==> src/rtl/speed_pkg.sv <==
// rtl/speed_pkg.sv - shared mode and direction encodings for the speed ramp sequencer
package speed_pkg;

    typedef enum logic [1:0] {
        MODE_SWEEP = 2'b00,
        MODE_RAMP  = 2'b01,
        MODE_HOLD  = 2'b10,
        MODE_RSVD  = 2'b11
    } mode_e;

    typedef enum logic {
        DIR_DOWN = 1'b0,
        DIR_UP   = 1'b1
    } dir_e;

    // Reserved encoding is treated exactly like HOLD.
    function automatic logic is_frozen(input mode_e m);
        return (m == MODE_HOLD) || (m == MODE_RSVD);
    endfunction

endpackage

==> src/rtl/speed_ramp_sequencer_if.sv <==
// rtl/speed_ramp_sequencer_if.sv - control and status bundle of the speed ramp sequencer
interface speed_ramp_sequencer_if #(
    parameter int SPD_W   = 3,
    parameter int DWELL_W = 8
) ();
    logic               en;
    logic [1:0]         mode;
    logic [SPD_W-1:0]   target;
    logic [DWELL_W-1:0] dwell;
    logic [SPD_W-1:0]   speed_out;
    logic               dir_up;
    logic               at_limit;
    logic               at_target;

    modport master (
        output en, mode, target, dwell,
        input  speed_out, dir_up, at_limit, at_target
    );

    modport slave (
        input  en, mode, target, dwell,
        output speed_out, dir_up, at_limit, at_target
    );
endinterface

==> src/rtl/dwell_timer.sv <==
// rtl/dwell_timer.sv - counts enabled cycles 0..dwell and pulses tick on the last one
module dwell_timer #(
    parameter int DWELL_W = 8
) (
    input  logic               clk,
    input  logic               rst,
    input  logic               en,
    input  logic               clr,
    input  logic [DWELL_W-1:0] dwell,
    output logic               tick
);

    localparam logic [DWELL_W-1:0] ONE = DWELL_W'(1);

    logic [DWELL_W-1:0] count_q, count_d;

    // >= rather than == so a dwell shrunk below the running count ticks at once.
    always_comb begin
        count_d = count_q;
        tick    = 1'b0;
        if (en) begin
            if (clr) begin
                count_d = '0;
            end else if (count_q >= dwell) begin
                tick    = 1'b1;
                count_d = '0;
            end else begin
                count_d = count_q + ONE;
            end
        end
    end

    always_ff @(posedge clk or negedge rst) begin
        if (!rst) begin
            count_q <= '0;
        end else begin
            count_q <= count_d;
        end
    end

endmodule

==> src/rtl/speed_ramp_sequencer.sv <==
// rtl/speed_ramp_sequencer.sv - sweeps or ramps a speed code one step per dwell interval
module speed_ramp_sequencer
    import speed_pkg::*;
#(
    parameter int SPD_W   = 3,
    parameter int MIN_LVL = 1,
    parameter int MAX_LVL = 6,
    parameter int DWELL_W = 8
) (
    input  logic                   clk,
    input  logic                   rst,
    speed_ramp_sequencer_if.slave  bus
);

    localparam logic [SPD_W-1:0] MIN_C = SPD_W'(MIN_LVL);
    localparam logic [SPD_W-1:0] MAX_C = SPD_W'(MAX_LVL);
    localparam logic [SPD_W-1:0] ONE   = SPD_W'(1);

    logic [SPD_W-1:0] speed_q, speed_d;
    dir_e             dir_q, dir_d;
    mode_e            prev_mode_q, prev_mode_d;
    mode_e            mode_in;
    logic [SPD_W-1:0] tgt_c;
    logic             mode_chg;
    logic             clr;
    logic             tick;

    assign mode_in  = mode_e'(bus.mode);
    assign mode_chg = (mode_in != prev_mode_q);
    // A mode change restarts the dwell interval and swallows that cycle's step.
    assign clr      = mode_chg || is_frozen(mode_in);

    always_comb begin
        if (bus.target < MIN_C) begin
            tgt_c = MIN_C;
        end else if (bus.target > MAX_C) begin
            tgt_c = MAX_C;
        end else begin
            tgt_c = bus.target;
        end
    end

    dwell_timer #(.DWELL_W(DWELL_W)) u_dwell_timer (
        .clk   (clk),
        .rst   (rst),
        .en    (bus.en),
        .clr   (clr),
        .dwell (bus.dwell),
        .tick  (tick)
    );

    always_comb begin
        speed_d     = speed_q;
        dir_d       = dir_q;
        prev_mode_d = prev_mode_q;
        if (bus.en) begin
            prev_mode_d = mode_in;
        end
        if (tick) begin
            case (mode_in)
                MODE_SWEEP: begin
                    if (dir_q == DIR_UP) begin
                        if (speed_q < MAX_C) begin
                            speed_d = speed_q + ONE;
                        end else begin
                            speed_d = speed_q - ONE;
                            dir_d   = DIR_DOWN;
                        end
                    end else begin
                        if (speed_q > MIN_C) begin
                            speed_d = speed_q - ONE;
                        end else begin
                            speed_d = speed_q + ONE;
                            dir_d   = DIR_UP;
                        end
                    end
                end
                MODE_RAMP: begin
                    if (speed_q < tgt_c) begin
                        speed_d = speed_q + ONE;
                        dir_d   = DIR_UP;
                    end else if (speed_q > tgt_c) begin
                        speed_d = speed_q - ONE;
                        dir_d   = DIR_DOWN;
                    end
                end
                default: begin
                end
            endcase
        end
    end

    always_ff @(posedge clk or negedge rst) begin
        if (!rst) begin
            speed_q     <= MIN_C;
            dir_q       <= DIR_UP;
            prev_mode_q <= MODE_HOLD;
        end else begin
            speed_q     <= speed_d;
            dir_q       <= dir_d;
            prev_mode_q <= prev_mode_d;
        end
    end

    assign bus.speed_out = speed_q;
    assign bus.dir_up    = (dir_q == DIR_UP);
    assign bus.at_limit  = (speed_q == MIN_C) || (speed_q == MAX_C);
    assign bus.at_target = (mode_in == MODE_RAMP) && (speed_q == tgt_c);

endmodule

==> src/flat_wrapper.sv <==
// flat-port wrapper written by rule: the top's interface ports become plain ports
module speed_ramp_sequencer_flat import speed_pkg::*;
#(
    parameter int SPD_W   = 3,
    parameter int MIN_LVL = 1,
    parameter int MAX_LVL = 6,
    parameter int DWELL_W = 8
)
  (clk, rst, bus_en, bus_mode, bus_target, bus_dwell, bus_speed_out, bus_dir_up, bus_at_limit, bus_at_target);
  speed_ramp_sequencer_if #(.SPD_W(SPD_W), .DWELL_W(DWELL_W)) bus_i ();
  input  logic clk;
  input  logic rst;
  input wire logic [$bits(bus_i.en)-1:0] bus_en;
  input wire logic [$bits(bus_i.mode)-1:0] bus_mode;
  input wire logic [$bits(bus_i.target)-1:0] bus_target;
  input wire logic [$bits(bus_i.dwell)-1:0] bus_dwell;
  output wire logic [$bits(bus_i.speed_out)-1:0] bus_speed_out;
  output wire logic [$bits(bus_i.dir_up)-1:0] bus_dir_up;
  output wire logic [$bits(bus_i.at_limit)-1:0] bus_at_limit;
  output wire logic [$bits(bus_i.at_target)-1:0] bus_at_target;
  assign bus_i.en = bus_en;
  assign bus_i.mode = bus_mode;
  assign bus_i.target = bus_target;
  assign bus_i.dwell = bus_dwell;
  assign bus_speed_out = bus_i.speed_out;
  assign bus_dir_up = bus_i.dir_up;
  assign bus_at_limit = bus_i.at_limit;
  assign bus_at_target = bus_i.at_target;
  speed_ramp_sequencer #(.SPD_W(SPD_W), .MIN_LVL(MIN_LVL), .MAX_LVL(MAX_LVL), .DWELL_W(DWELL_W)) u_core (.clk(clk), .rst(rst), .bus(bus_i));
endmodule
==> config.mk <==
export PLATFORM = sky130hd
export DESIGN_NAME = speed_ramp_sequencer_flat
export DESIGN_NICKNAME = d
export VERILOG_FILES = /design/src/rtl/speed_pkg.sv /design/src/rtl/speed_ramp_sequencer_if.sv /design/src/rtl/dwell_timer.sv /design/src/rtl/speed_ramp_sequencer.sv /design/src/flat_wrapper.sv
export SDC_FILE = /design/constraint.sdc
export NUM_CORES = 1
export LEC_CHECK = 0
export CAP_MARGIN = 25
export CORE_UTILIZATION = 54
export CTS_CLUSTER_DIAMETER = 40
export DETAILED_ROUTE_END_ITERATION = 7
export HOLD_SLACK_MARGIN = 0.12
export PLACE_DENSITY = 0.83
export SYNTH_ARGS = -nofsm -noshare
export SYNTH_HDL_FRONTEND = slang
export SYNTH_SLANG_ARGS = --single-unit
==> constraint.sdc <==
create_clock -name clk -period 4.1 [get_ports clk]
set_input_delay 0.82 -clock clk [delete_from_list [all_inputs] [get_ports clk]]
set_output_delay 0.82 -clock clk [all_outputs]
set_load 0.005 [all_outputs]
==> qor.csv, run 1 <==
stage,metric,value,unit
placement,place_ws,590.8,ps
clocking,cts_root_buffer,clkbuf_4,
worst_setup_path,endpoint_kind,primary output,
worst_setup_path,crit_buf_inv,3,
worst_setup_path,crit_chain,"clkdlybuf4s50_1, inv_1, maj3_1, ha_1, nand3_1, nor2_1, clkdlybuf4s50_1",
logic_synthesis,yosysSeqAreaShare,0.3260,
global_route,grt_pass1_vias,843,
logic_synthesis,syn_avg_cell_area,9.697,µm²
cells_and_area,finalNetCount,169,
clocking,cts.sinks,14,
route,drcViolationCount,0,
clocking,cts_made_buffers,3,
timing,clock.fmax,285.7,MHz
clocking,cts_setup_buffers,0,
route,final_antenna_net_count,0,
worst_setup_path,crit_fanout,2,
clocking,clk_latency,280,ps
timing,fin_crit_sh,0.8538,
clocking,htree_levels,1,
route,dr.pass1.iters,4,
cells_and_area,layout-drive-gt1-share,0.1029,
worst_setup_path,critPathMaxStageDelay,520,ps
power_and_ir_drop,p_sw,0.09000,mW
timing,finClkSkew,6.817,ps
worst_setup_path,crit_family,buffers and inverters,
timing,period_needed,3501,ps
worst_setup_path,critPathMostFrequentCell,clkdlybuf4s50_1,
cells_and_area,antenna_cells,0,
floorplanning,die-area,2194,µm²
global_route,grt-ovfl-total,0,
worst_setup_path,startpoint,bus_target[1],
clocking,clkTransAtPathRegs,80,ps
power_and_ir_drop,pwr-share-seq,0.467,
placement,place_hpwl,1838,µm
route,wirelength,2232,µm
worst_setup_path,path_class,in -> out,
power_and_ir_drop,power,0.3352,mW
floorplanning,die_x,46.85,µm
worst_setup_path,crit_slowest_cell,clkdlybuf4s50_1,
logic_synthesis,ys_warn_count,0,
logic_synthesis,syn_area,1086,µm²
global_route,grt_max_degree,15,
run,cap_violations,0,
timing,setup_viol,0,
floorplanning,core_area,1802,µm²
logic_synthesis,ys_types,34,
power_and_ir_drop,p_leak,0.6356,nW
timing,rsz0062_at_grt,false,
hold_path,hp-start,u_core.prev_mode_q[0]$_DFFE_PN0P_,
route,vias,926,
placement,routabilityCongestion,0.7596,
worst_setup_path,r2r-start,u_core.u_dwell_timer.count_q[2]$_DFFE_PN0P_,
power_and_ir_drop,switching_share,0.2685,
clocking,ctsResizeCount,0,
worst_setup_path,crit_required,3280,ps
floorplanning,io_pins,22,
timing,tightest_slew,650.0,ps
clocking,cts_tree,yes,
power_and_ir_drop,clockPowerShare,0.296,
logic_synthesis,synthesis.nets,144,
timing,fin_ws,599.5,ps
power_and_ir_drop,vdd_drop_max,0.2246,mV
logic_synthesis,synth_seq_cells,14,
power_and_ir_drop,power-per-cell-area,247.8,nW/µm²
cells_and_area,synthToLayoutAreaGrowth,24.54,%
global_route,grt_pass1_wl,3560,µm
outcome,status,completed,
floorplanning,dieHeight,46.85,µm
timing,finalHoldViolations,0,
timing,slew_viol_final,0,
clocking,cts_buffer_depth,2,
floorplanning,start_util,0.6028,
global_route,antenna_found_initial,0,
timing,timing.max_slew.rel_slack,0.5653,
floorplanning,placement_rows,15,
power_and_ir_drop,power_frac_comb,0.237,
hold_path,worst_hold_path_type,reg -> reg,
placement,io_buffers,21,
worst_setup_path,crit_path_start_kind,input pin,
route,dr.first_iter.drc_count,18,
clocking,holdBufCountCts,0,
power_and_ir_drop,internal-power,0.2452,mW
logic_synthesis,syn_inst,112,
global_route,grt_use_total,0.2346,
worst_setup_path,cp.arrival,2680,ps
route,wl_per_cell,13.86,µm
timing,finalSetupTns,0,ps
route,viasPerCell,5.752,
[per-layer routing]
metal	track usage	vias to the layer above	part of all wire
li1	-	451	-
met1	0.2871	435	0.42
met2	0.4167	36	0.50
met3	0.05769	4	0.065
met4	0.05143	0	0.0094
met5	0	-	0
[stage by stage]
| stage | area (µm²) | util | cells | hold slack, ps |
|---|---|---|---|---|
| final | 1353 | 0.7507 | 161 | 549.9 |
| after global routing | 1353 | 0.7507 | 161 | 569.0 |
| after floorplan | 1086 | - | 112 | 500.7 |
| after CTS | 1353 | 0.7507 | 161 | 556.7 |
| after global placement | 1316 | 0.7306 | 157 | 513.7 |
| after detailed placement | 1316 | 0.7306 | 157 | 536.3 |
[cell type report]
cell class | count | area (µm²)
multi-input cells | 83 | 668.1
repair buffers | 21 | 210.2
flip-flops and latches | 14 | 354.1
inverters | 14 | 52.55
fillers | 132 | 449.2
clock buffers | 4 | 36.28
well taps | 25 | 31.28
[worst register-to-register path, stage by stage, from the launching register on]
cell	delay, ps
dfrtp_1	430
ha_1	320
a211oi_1	230
o21ai_0	150
a211oi_1	560
nor2_2	160
mux2_1	350
[layout by cell type, fill, tap and decap left out, types with 4 or more instances in the layout]
cell type / instances
inv_1: 13
xnor2_1: 4
nand3_1: 5
nor2_1: 10
dfrtp_1: 11
a211oi_1: 4
clkdlybuf4s50_1: 21
nand2b_1: 4
ha_1: 16
[sequential cells by signal, indices dropped and copies added, names as in the netlist]
name and cells:
u_core.u_dwell_timer.count_q 8, u_core.bus.speed_out 3, u_core.prev_mode_q 2, u_core.bus.dir_up 1
[synth_stat cells]
cell,number,area (µm²)
o21a_1,3,22.52
a211oi_1,4,30.03
xor2_1,2,17.52
mux2_1,1,11.26
nor2_2,1,6.260
xnor2_1,4,35.03
nor4_1,3,18.77
nor3_1,1,5.000
nand4_1,1,6.260
dfstp_2,3,78.83
dfrtp_1,11,275.3
nor2b_1,2,12.51
nand2_1,2,7.510
nor2_1,10,37.54
o21ai_0,3,15.01
inv_2,1,3.750
mux2_2,3,33.78
a211o_1,2,17.52
or3b_2,1,8.760
inv_1,13,48.80
o211a_1,1,10.01
o311ai_0,3,26.28
or4_4,1,11.26
buf_6,1,11.26
a21o_1,1,7.510
mux2i_1,2,20.02
and2_1,1,6.260
nand2b_1,4,25.02
a221o_1,1,10.01
a21oi_1,1,5.000
maj3_1,1,10.01
a22o_1,3,26.28
ha_1,16,200.2
nand3_1,5,25.02
[path summary, 6_finish.rpt]
check	endpoint	slack, ps	cells after the start
max in group asynchronous	u_core.bus.speed_out[1]$_DFFE_PN0P_	2750	1
min in group asynchronous	u_core.u_dwell_timer.count_q[3]$_DFFE_PN0P_	930	1
max reg2reg	u_core.bus.dir_up$_DFFE_PN1P_	1840	6
max	bus_at_target	600	7
min reg2reg	u_core.prev_mode_q[0]$_DFFE_PN0P_	550	1
min	u_core.prev_mode_q[0]$_DFFE_PN0P_	550	1
[power groups by stage]
| stage | clock, mW | combinational [mW] | sequential (mW) |
|---|---|---|---|
| global placement | 0 | 0.0747 | 0.158 |
| detailed placement | 0 | 0.0796 | 0.159 |
| finish | 0.0993 | 0.0793 | 0.157 |
| floorplan | 0 | 0.0437 | 0.157 |
| global route | 0.108 | 0.0878 | 0.158 |
| CTS | 0.103 | 0.0799 | 0.156 |
[cell families (layout without fill, tap and decap cells)]
family          Yosys count  in the layout  share of synthesized area
simple gates             32             32                     0.1567
buf+inv                  15             39                    0.05875
compound gates           22             22                     0.1567
fa+ha+maj                17             17                     0.1935
mux                       6              6                    0.05991
xor+xnor                  6              6                    0.04839
flops                    14             14                     0.3260
Power figures use the tool's default switching activity.
==> run 2: changes to the inputs <==
--- a/config.mk
+++ b/config.mk
@@ -6,11 +6,14 @@
 export NUM_CORES = 1
 export LEC_CHECK = 0
 export CAP_MARGIN = 25
-export CORE_UTILIZATION = 54
+export CORE_UTILIZATION = 56
 export CTS_CLUSTER_DIAMETER = 40
+export CTS_CLUSTER_SIZE = 10
 export DETAILED_ROUTE_END_ITERATION = 7
 export HOLD_SLACK_MARGIN = 0.12
-export PLACE_DENSITY = 0.83
+export PLACE_DENSITY = 0.85
+export SKIP_LAST_GASP = 1
 export SYNTH_ARGS = -nofsm -noshare
 export SYNTH_HDL_FRONTEND = slang
+export SYNTH_HIERARCHICAL = 1
 export SYNTH_SLANG_ARGS = --single-unit
==> run 2 against run 1 <==
Combinational power down 17%. Largest cell class unchanged. Critical path depth fell by 1. Die area rose by 5.1%. Largest power group unchanged.
==> qor.csv, run 2 <==
stage,metric,value,unit,change
floorplanning,start_util,0.5985,,-0.004293
logic_synthesis,syn_avg_cell_area,10.40,µm²,+7.3%
floorplanning,dieHeight,48.02,µm,+2.5%
logic_synthesis,synth_seq_cells,14,,unchanged
route,vias,954,,+3.0%
logic_synthesis,syn_area,1186,µm²,+9.2%
route,drcViolationCount,0,,unchanged
clocking,cts.sinks,14,,unchanged
worst_setup_path,reg2reg_setup_slack,1940,ps,+100 ps
power_and_ir_drop,power-per-cell-area,213.8,nW/µm²,-14%
cells_and_area,layout-drive-gt1-share,0.1871,,+0.08411
clocking,htree_levels,1,,unchanged
logic_synthesis,ys_types,39,,+15%
hold_path,worst_hold_path_type,reg -> reg,,
worst_setup_path,endpoint_kind,primary output,,
cells_and_area,layout_common_cells,"21 x clkdlybuf4s50_1, 16 x ha_1, 14 x inv_1",,
clocking,cts_tree,yes,,
logic_synthesis,synth_ff_type,dfrtp_1,,
cells_and_area,fin_util,0.7399,,-0.01079
placement,placed_cell_area,1430,µm²,+8.7%
cells_and_area,antenna_cells,0,,unchanged
cells_and_area,final-seq-area,354.1,µm²,unchanged
route,wl_per_cell,13.87,µm,about the same
global_route,grt_pass1_vias,836,,-0.83%
global_route,grt_use_total,0.2233,,-0.01129
timing,finClkSkew,6.241,ps,-0.5767 ps
floorplanning,placement_rows,16,,+1
power_and_ir_drop,power,0.3135,mW,-6.5%
global_route,grt-ovfl-total,0,,unchanged
clocking,cts_root_buffer,clkbuf_4,,
cells_and_area,largest_register_ffs,8,,unchanged
timing,setup_viol,0,,unchanged
route,dr.first_iter.drc_count,17,,-1
timing,clock.fmax,284.6,MHz,-0.37%
timing,whs,523.8,ps,-26.04 ps
logic_synthesis,synth_edf_count,0,,unchanged
cells_and_area,regMostFlops,u_core/u_dwell_timer/count_q,,
timing,timing.max_slew.rel_slack,0.5801,,+0.01481
logic_synthesis,synth-async-reset-ratio,1.000,,unchanged
logic_synthesis,synthesis.nets,146,,+1.4%
route,dr.pass1.iters,4,,unchanged
logic_synthesis,syn_inst,114,,+1.8%
worst_setup_path,crit_path_start_kind,input pin,,
timing,finalSetupTns,0,ps,unchanged
power_and_ir_drop,p_leak,0.6985,nW,+9.9%
timing,fin_crit_sh,0.8570,,+0.003189
logic_synthesis,synth.cells.most_frequent,"16 x ha_1, 14 x inv_1, 11 x dfrtp_1, 6 x nand2b_1, 6 x o2bb2ai_1",,
timing,period_needed,3514,ps,+13.08 ps
cells_and_area,final_area,1466,µm²,+8.4%
cells_and_area,synthToLayoutAreaGrowth,23.63,%,
route,final_antenna_net_count,0,,unchanged
logic_synthesis,yosysSeqAreaShare,0.2985,,-0.02751
clocking,clk_latency,280,ps,about the same
logic_synthesis,netlist.area_leader.share,0.2321,,-0.02139
run,cap_violations,0,,unchanged
placement,io_buffers,21,,unchanged
global_route,antenna_found_initial,0,,unchanged
floorplanning,die-area,2306,µm²,+5.1%
clocking,holdBufCountCts,0,,unchanged
clocking,ctsResizeCount,0,,unchanged
clocking,cts_setup_buffers,0,,unchanged
route,viasPerCell,5.747,,about the same
timing,slew_viol_final,0,,unchanged
outcome,status,completed,,
clocking,cts_buffer_depth,2,,unchanged
placement,routabilityCongestion,0.7249,,-4.6%
timing,tightest_slew,627.8,ps,-22.15 ps
cells_and_area,multiInputGateArea,762.0,µm²,+14%
placement,place_hpwl,1829,µm,-0.48%
worst_setup_path,crit_fanout,2,,unchanged
logic_synthesis,synth_most_common_cell,ha_1,,
clocking,clkTransAtPathRegs,80,ps,about the same
floorplanning,core_area,1982,µm²,+10%
clocking,cts_made_buffers,3,,unchanged
worst_setup_path,crit_required,3280,ps,about the same
cells_and_area,num-fill-cells,140,,+6.1%
worst_setup_path,cp.arrival,2690,ps,about the same
cells_and_area,final_common_cell,clkdlybuf4s50_1,,
timing,rsz0062_at_grt,false,,
cells_and_area,finalNetCount,172,,+1.8%
logic_synthesis,synth_top_area_cell,dfrtp_1,,
floorplanning,die_x,48.02,µm,+2.5%
logic_synthesis,ys_warn_count,6,,+6
global_route,grt_pass1_wl,3519,µm,-1.2%
worst_setup_path,path_class,in -> out,,
route,wirelength,2302,µm,+3.1%
timing,finalHoldViolations,0,,unchanged
floorplanning,io_pins,22,,unchanged
logic_synthesis,netlist_top_cells_area,"dfrtp_1 23%, ha_1 17%, dfstp_2 6.6%, inv_1 4.4%, o2bb2ai_1 4.4%",,
power_and_ir_drop,vdd_drop_max,0.1937,mV,-14%
global_route,grt_max_degree,15,,unchanged
## run 2: cell types whose count changed after synthesis, moves of 3 or more
cell,delta
a211oi_1,-4
a21oi_2,+3
a21oi_4,+3
a22o_1,-3
nor2_1,-7
nor3_1,+3
o21a_1,-3
o2bb2ai_1,+6
o311ai_0,-3
xnor2_1,-3
## run 2: path summary, 6_finish.rpt
| check | start | end | cells after the start |
|---|---|---|---|
| max | bus_target[2] | bus_at_target | 6 |
| min | u_core/u_dwell_timer/count_q[7]$_DFFE_PN0P_ | u_core/u_dwell_timer/count_q[7]$_DFFE_PN0P_ | 1 |
| max reg2reg | u_core/u_dwell_timer/count_q[2]$_DFFE_PN0P_ | u_core/bus.dir_up$_DFFE_PN1P_ | 8 |
| min reg2reg | u_core/u_dwell_timer/count_q[7]$_DFFE_PN0P_ | u_core/u_dwell_timer/count_q[7]$_DFFE_PN0P_ | 1 |
| max in group asynchronous | rst | u_core/u_dwell_timer/count_q[1]$_DFFE_PN0P_ | 1 |
| min in group asynchronous | rst | u_core/bus.speed_out[2]$_DFFE_PN0P_ | 1 |
## run 2: cell type report
cell class / instances / area share
tap: 27 / 0.02304
multi-input combinational: 85 / 0.5196
inverter: 15 / 0.04778
timing repair buffer: 21 / 0.1433
sequential: 14 / 0.2415
clock buffer: 4 / 0.02474
## run 2: power breakdown
| group | internal, mW | switching (mW) |
|---|---|---|
| sequential | 0.143 | 0.00287 |
| clock | 0.0541 | 0.0477 |
| combinational | 0.0355 | 0.0305 |
## run 2: kinds of logic after synthesis
kind of cell | after synthesis | synth area share
multiplexers | 7 | 0.06645
XOR/XNOR | 3 | 0.02216
buffers and inverters | 15 | 0.05907
AO/OA/AOI/OAI | 24 | 0.1941
adder cells (fa/ha/maj) | 17 | 0.1772
AND/OR/NAND/NOR | 34 | 0.1825
flip-flops | 14 | 0.2985
## run 2: routing by layer
layer	GRT usage	vias up	wire, µm
met5	0	-	0
met4	0.1056	0	22
met3	0.06038	4	86
met2	0.3649	27	1164
met1	0.2721	459	1030
li1	-	464	-
## run 2: metrics by stage
step / instances / worst slack [ps]
3_5_place_dp: 162 / 587.4
3_3_place_gp: 162 / 630.7
2_1_floorplan: 114 / 1605
6_report: 166 / 586.4
5_1_grt: 166 / 493.7
4_1_cts: 166 / 583.5
## run 2: critical path, stage by stage
cell             delay, ps
clkdlybuf4s50_1        460
inv_1                   60
maj3_1                 350
ha_1                   290
and4_4                 220
clkdlybuf4s50_1        500
==> run 3: changes to the inputs <==
--- a/config.mk
+++ b/config.mk
@@ -12,7 +12,9 @@
 export DETAILED_ROUTE_END_ITERATION = 7
 export HOLD_SLACK_MARGIN = 0.12
 export PLACE_DENSITY = 0.85
+export REMOVE_ABC_BUFFERS = 1
 export SKIP_LAST_GASP = 1
+export SLEW_MARGIN = 10
 export SYNTH_ARGS = -nofsm -noshare
 export SYNTH_HDL_FRONTEND = slang
 export SYNTH_HIERARCHICAL = 1
==> results of run 3 <==
Same layout as run 2: the final DEF is identical, and so are final timing and power.
